===== config.mk =====
export PLATFORM = sky130hd
export DESIGN_NAME = ones_stuff_tx
export DESIGN_NICKNAME = d
export VERILOG_FILES = /design/src/rtl/ones_stuff_pkg.sv /design/src/rtl/ones_run_cnt.sv /design/src/rtl/ones_stuff_tx.sv
export SDC_FILE = /design/constraint.sdc
export NUM_CORES = 1
export LEC_CHECK = 0
export CAP_MARGIN = 5
export CORE_AREA = 3 3 47 49
export DETAILED_ROUTE_END_ITERATION = 16
export DIE_AREA = 0 0 50 52
export PLACE_DENSITY = 0.73
export SYNTH_ARGS = -nofsm -noshare
export SYNTH_HDL_FRONTEND = slang
export SYNTH_HIERARCHICAL = 1
export SYNTH_SLANG_ARGS = --single-unit

===== constraint.sdc =====
create_clock -name clk -period 1.8 [get_ports clk]
set_clock_uncertainty 0.2 [all_clocks]
set_input_delay 0.27 -clock clk [delete_from_list [all_inputs] [get_ports clk]]
set_output_delay 0.27 -clock clk [all_outputs]
set_load 0.05 [all_outputs]

===== src/rtl/ones_stuff_pkg.sv =====
// Shared types and default constants for the ones-stuffing serial transmitter.
package ones_stuff_pkg;

    typedef enum logic [1:0] {
        IDLE,
        SHIFT,
        STUFF,
        FLAG
    } ones_stuff_state_t;

    localparam int ONES_STUFF_DATA_W  = 8;
    localparam int ONES_STUFF_MAX_RUN = 2;

endpackage


===== src/rtl/ones_run_cnt.sv =====
// Saturating count of consecutive transmitted ones; at_max flags the one that completes a run.
module ones_run_cnt #(
    parameter int MAX_RUN = 2
) (
    input  logic clk,
    input  logic rst,
    input  logic bit_in,
    input  logic en,
    input  logic clr,
    output logic at_max
);

    localparam int RW = $clog2(MAX_RUN + 1);

    logic [RW-1:0] run_q, run_d;

    always_comb begin
        run_d = run_q;
        if (clr) begin
            run_d = '0;
        end else if (en) begin
            if (!bit_in)
                run_d = '0;
            else if (run_q != RW'(MAX_RUN))
                run_d = run_q + RW'(1);
        end
    end

    always_ff @(posedge clk) begin
        if (rst)
            run_q <= '0;
        else
            run_q <= run_d;
    end

    // Combinational so the FSM can branch to STUFF on the very bit that hits the limit.
    assign at_max = en && bit_in && (run_q == RW'(MAX_RUN - 1));

endmodule


===== src/rtl/ones_stuff_tx.sv =====
// MSB-first serial transmitter that stuffs a 0 after every MAX_RUN data ones.
// Define ONES_STUFF_TX_FLAG_EN to add the flag_req/flag_ack marker generator.
module ones_stuff_tx
    import ones_stuff_pkg::*;
#(
    parameter int DATA_W  = ONES_STUFF_DATA_W,
    parameter int MAX_RUN = ONES_STUFF_MAX_RUN
) (
    input  logic              clk,
    input  logic              rst,
    input  logic [DATA_W-1:0] din,
    input  logic              din_valid,
    output logic              din_ready,
    output logic              x,
    output logic              x_valid,
    output logic              busy
`ifdef ONES_STUFF_TX_FLAG_EN
    ,
    input  logic              flag_req,
    output logic              flag_ack
`endif
);

    localparam int CW = $clog2(DATA_W + 1);

    ones_stuff_state_t state_q, state_d;
    logic [DATA_W-1:0] sreg_q, sreg_d;
    logic [CW-1:0]     cnt_q, cnt_d;
    logic              x_q, x_d;
    logic              x_valid_q, x_valid_d;
    logic              run_at_max;

`ifdef ONES_STUFF_TX_FLAG_EN
    localparam int FLEN = MAX_RUN + 3;
    localparam int FW   = $clog2(FLEN);
    logic [FW-1:0] fpos_q, fpos_d;
`endif

    ones_run_cnt #(.MAX_RUN(MAX_RUN)) u_run (
        .clk    (clk),
        .rst    (rst),
        .bit_in (sreg_q[DATA_W-1]),
        .en     (state_q == SHIFT),
        .clr    (state_q != SHIFT),
        .at_max (run_at_max)
    );

    always_ff @(posedge clk) begin
        if (rst) begin
            state_q   <= IDLE;
            sreg_q    <= '0;
            cnt_q     <= '0;
            x_q       <= 1'b0;
            x_valid_q <= 1'b0;
`ifdef ONES_STUFF_TX_FLAG_EN
            fpos_q    <= '0;
`endif
        end else begin
            state_q   <= state_d;
            sreg_q    <= sreg_d;
            cnt_q     <= cnt_d;
            x_q       <= x_d;
            x_valid_q <= x_valid_d;
`ifdef ONES_STUFF_TX_FLAG_EN
            fpos_q    <= fpos_d;
`endif
        end
    end

    // state_q names the bit on the line this cycle; cnt_q counts data bits left including it.
    always_comb begin
        state_d = state_q;
        sreg_d  = sreg_q;
        cnt_d   = cnt_q;
`ifdef ONES_STUFF_TX_FLAG_EN
        fpos_d  = fpos_q;
`endif
        case (state_q)
            IDLE: begin
`ifdef ONES_STUFF_TX_FLAG_EN
                if (flag_req) begin
                    state_d = FLAG;
                    fpos_d  = '0;
                end else
`endif
                if (din_valid) begin
                    state_d = SHIFT;
                    sreg_d  = din;
                    cnt_d   = CW'(DATA_W);
                end
            end
            SHIFT: begin
                sreg_d = {sreg_q[DATA_W-2:0], 1'b0};
                cnt_d  = cnt_q - CW'(1);
                if (run_at_max)
                    state_d = STUFF;
                else if (cnt_q == CW'(1))
                    state_d = IDLE;
            end
            STUFF: begin
                state_d = (cnt_q != '0) ? SHIFT : IDLE;
            end
`ifdef ONES_STUFF_TX_FLAG_EN
            FLAG: begin
                if (fpos_q == FW'(FLEN - 1))
                    state_d = IDLE;
                else
                    fpos_d = fpos_q + FW'(1);
            end
`endif
            default: state_d = IDLE;
        endcase
    end

    // Output bit is registered, so it is derived from the state being entered.
    always_comb begin
        x_d       = 1'b0;
        x_valid_d = (state_d != IDLE);
        case (state_d)
            SHIFT: x_d = sreg_d[DATA_W-1];
`ifdef ONES_STUFF_TX_FLAG_EN
            FLAG:  x_d = (fpos_d != '0) && (fpos_d != FW'(FLEN - 1));
`endif
            default: x_d = 1'b0;
        endcase
    end

    assign x         = x_q;
    assign x_valid   = x_valid_q;
    assign busy      = (state_q != IDLE);
    assign din_ready = (state_q == IDLE);
`ifdef ONES_STUFF_TX_FLAG_EN
    assign flag_ack  = !rst && (state_q == IDLE) && flag_req;
`endif

endmodule


==> results.py <==
metrics = {
    "outcome": {
        "status": "finished clean",
    },
    "timing": {
        "max_freq_mhz": 591,
        "finalHoldViolations": 0,
        "finalSetupViolCount": 0,
        "grt_setup_unrepaired": "no",
        "worstMarginPinSlew_ns": 0.322,
        "drv_slew": 0,
        "fin_setup_tns_ns": 0,
        "finalCritPeriodShare_pct": 94.0,
        "timing.slew.headroom_pct": 78.5,
        "final.min_clock_period_ns": 1.69,
    },
    "synthesis": {
        "synth_fa_ha_area_share_pct": 6.83,
        "ys_warn_count": 6,
        "synthXorXnorAreaFrac_pct": 0,
        "ys_seq_area_share_pct": 39.3,
        "synth_edf_count": 0,
        "synth.net_count": 120,
        "synth.largest_area_cell": "dfxtp_1",
        "yosys-top-cells-area": "dfxtp_1 39%, nor2_1 7.4%, ha_1 6.8%",
        "synth_compound_area_share_pct": 17.1,
        "netlist.area_leader.share_pct": 39.3,
        "syn_area_um2": 916,
        "synthArstFlopShare_pct": 0,
        "synth_cells": 104,
        "ys.flop_type": "dfxtp_1",
        "syn_avg_cell_area_um2": 8.81,
        "yosysUniqueCellTypes": 35,
        "synthMuxAreaShare_pct": 1.23,
        "synth_top_family_by_area": "simple AND/OR/NAND/NOR gates",
        "synth_seq_cells": 18,
        "yosys.area_share.simple_pct": 30.5,
    },
    "layout": {
        "final_common_cell": "dfxtp_1",
        "nNetsFinal": 144,
        "fill_cells": 180,
        "antennaDiodeCount": 0,
        "drive_above_1_share_pct": 19.7,
        "ff_latch_area_um2": 360,
        "stdcell_count": 154,
        "multi_input_area_um2": 517,
        "area_delta_synth_final_pct": 29.8,
        "layout_common_cells": "18 x dfxtp_1, 17 x nor2_1, 10 x clkdlybuf4s50_1, 10 x buf_4",
        "fin_util_pct": 62.5,
    },
    "global_route": {
        "track_usage_pct": 15.6,
        "overflow": 0,
        "antenna_found_initial": 0,
        "grt_max_degree": 16,
        "grt_pass1_vias": 727,
        "grt_pass1_wl_mm": 3.06,
    },
    "detailed_routing": {
        "dr.pass1.iters": 4,
        "drt_iter0_markers": 10,
        "routed_via_density": 4.98,
        "num_vias": 767,
        "routedWlPerCell_um": 11.6,
        "drc": 0,
        "ant_nets": 0,
        "drt-total-wl_mm": 1.78,
    },
    "clock_tree": {
        "htreeDepth": 1,
        "clk_pin_slew_worst_paths_ns": 0.11,
        "root_buffer": "clkbuf_4",
        "cts_hold_buf": 0,
        "ctsResizeCount": 0,
        "numCtsBuffers": 3,
        "clock_path_buffers": 2,
        "insertion_delay_ns": 0.29,
        "cts.sinks": 18,
        "tritoncts": "built",
    },
    "floorplanning": {
        "die_y_um": 52,
        "ios": 15,
        "coreArea_um2": 1900,
        "dieArea_um2": 2600,
        "die_w_um": 50,
        "start_util_pct": 48.2,
        "rows": 16,
    },
    "placed_design": {
        "place_inst": 148,
        "dp_hpwl_mm": 1.42,
        "gp_congestion": 0.748,
        "portBuffers": 14,
    },
    "setup_path": {
        "crit_fanout": 10,
        "crit_type": "reg2out",
        "reg2reg_depth": 6,
        "crit_path_start": "state_q[0]",
        "arrival_ns": 1.22,
        "regToRegStartpoint": "state_q[1]",
        "reg2reg_slack_ns": 0.12,
        "crit_path_end_kind": "primary output",
        "reg2reg_to": "x",
        "cp-start-kind": "register",
        "worstPathRequired_ns": 1.33,
    },
    "hold_path": {
        "worstHoldStart": "sreg_q[6]",
        "holdPathStages": 2,
        "hold_path_class": "reg2reg",
        "hold_path_end": "sreg_q[6]",
    },
    "pwr": {
        "power_density_nw_per_um2": 786,
        "leakage_nw": 0.488,
        "pwr-share-comb_pct": 25.4,
        "p_switching_w": 0.000261,
        "power.share.clock_pct": 25.9,
        "ir_drop_mv": 0.466,
        "switching_share_pct": 27.9,
        "p_int_w": 0.000674,
        "p_seq_share_pct": 48.7,
    },
    "job": {
        "drv_cap": 0,
    },
}
power groups by stage:
stage	registers, W	logic (W)	clock network [W]
after global routing	0.000461	0.000263	0.000270
after detailed placement	0.000465	0.000233	0
after CTS	0.000456	0.000234	0.000251
after floorplan	0.000472	0.000142	0
final	0.000456	0.000237	0.000242
after global placement	0.000464	0.000230	0
worst max-delay path, cell delays in order, from the launching register on:
cell and delay [ns]:
dfxtp_1 0.35, buf_4 0.18, nor2_4 0.17, inv_1 0.09, buf_12 0.15
synth_stat cells, types with 2 or more instances:
| cell type | number |
|---|---|
| nor2b_1 | 6 |
| or3_1 | 2 |
| nor2_1 | 18 |
| inv_1 | 7 |
| nor3_1 | 7 |
| o21bai_1 | 2 |
| a211oi_1 | 2 |
| dfxtp_1 | 18 |
| ha_1 | 5 |
| a21oi_1 | 3 |
| nor2_2 | 2 |
| or3b_1 | 2 |
| o22ai_1 | 6 |
| nand3b_1 | 3 |
kinds of logic after synthesis:
kind of cell / after synthesis
AO/OA/AOI/OAI: 21
adder cells (fa/ha/maj): 5
buffers and inverters: 10
flip-flops: 18
multiplexers: 1
AND/OR/NAND/NOR: 49
final cells by class:
cell class                 count  area share (%)
sequential                    18            30.3
multi-input combinational     76            43.5
inverter                       7            2.21
clock buffer                   4            3.05
tap                           27            2.84
timing repair buffer          22            18.1
flip-flops by register name, summed over array words and instances (netlist names):
| register | flops |
|---|---|
| x | 1 |
| x_valid | 1 |
| state_q | 2 |
| sreg_q | 8 |
| u_run/run_q | 2 |
| cnt_q | 4 |
worst max path at each step:
stage          slack, ns  cells past startpoint         to
6_report            0.11                      4       busy
5_1_grt             0.01                      6          x
4_1_cts             0.08                      4       busy
3_5_place_dp       0.002                      5  sreg_q[5]
3_3_place_gp        0.04                      5  sreg_q[1]
2_1_floorplan       0.08                      6          x
through the flow:
stage / hold WS, ns / cell area [um^2] / total power (W) / worst slack [ns]
final: 0.299 / 1190 / 0.000935 / 0.107
after global routing: 0.331 / 1190 / 0.000994 / 0.0123
after CTS: 0.302 / 1170 / 0.000941 / 0.0836
after detailed placement: 0.283 / 1140 / 0.000699 / 0.00178
after global placement: 0.277 / 1140 / 0.000693 / 0.0430
after floorplan: 0.149 / 923 / 0.000614 / 0.0780
metal layers:
layer,global-route usage [%],routed length [um],up-vias
li1,-,-,410
met1,18.7,857,338
met2,26.5,848,17
met3,3.44,64,2
met4,6.91,10,0
met5,0,0,-
timing repair:
| action | CTS | global route |
|---|---|---|
| hold endpoints to repair | 0 | 0 |
| endpoints found under the setup margin | 0 | 1 |
| buffers inserted | 0 | 2 |
No activity file was read; power rests on OpenSTA's default activity.
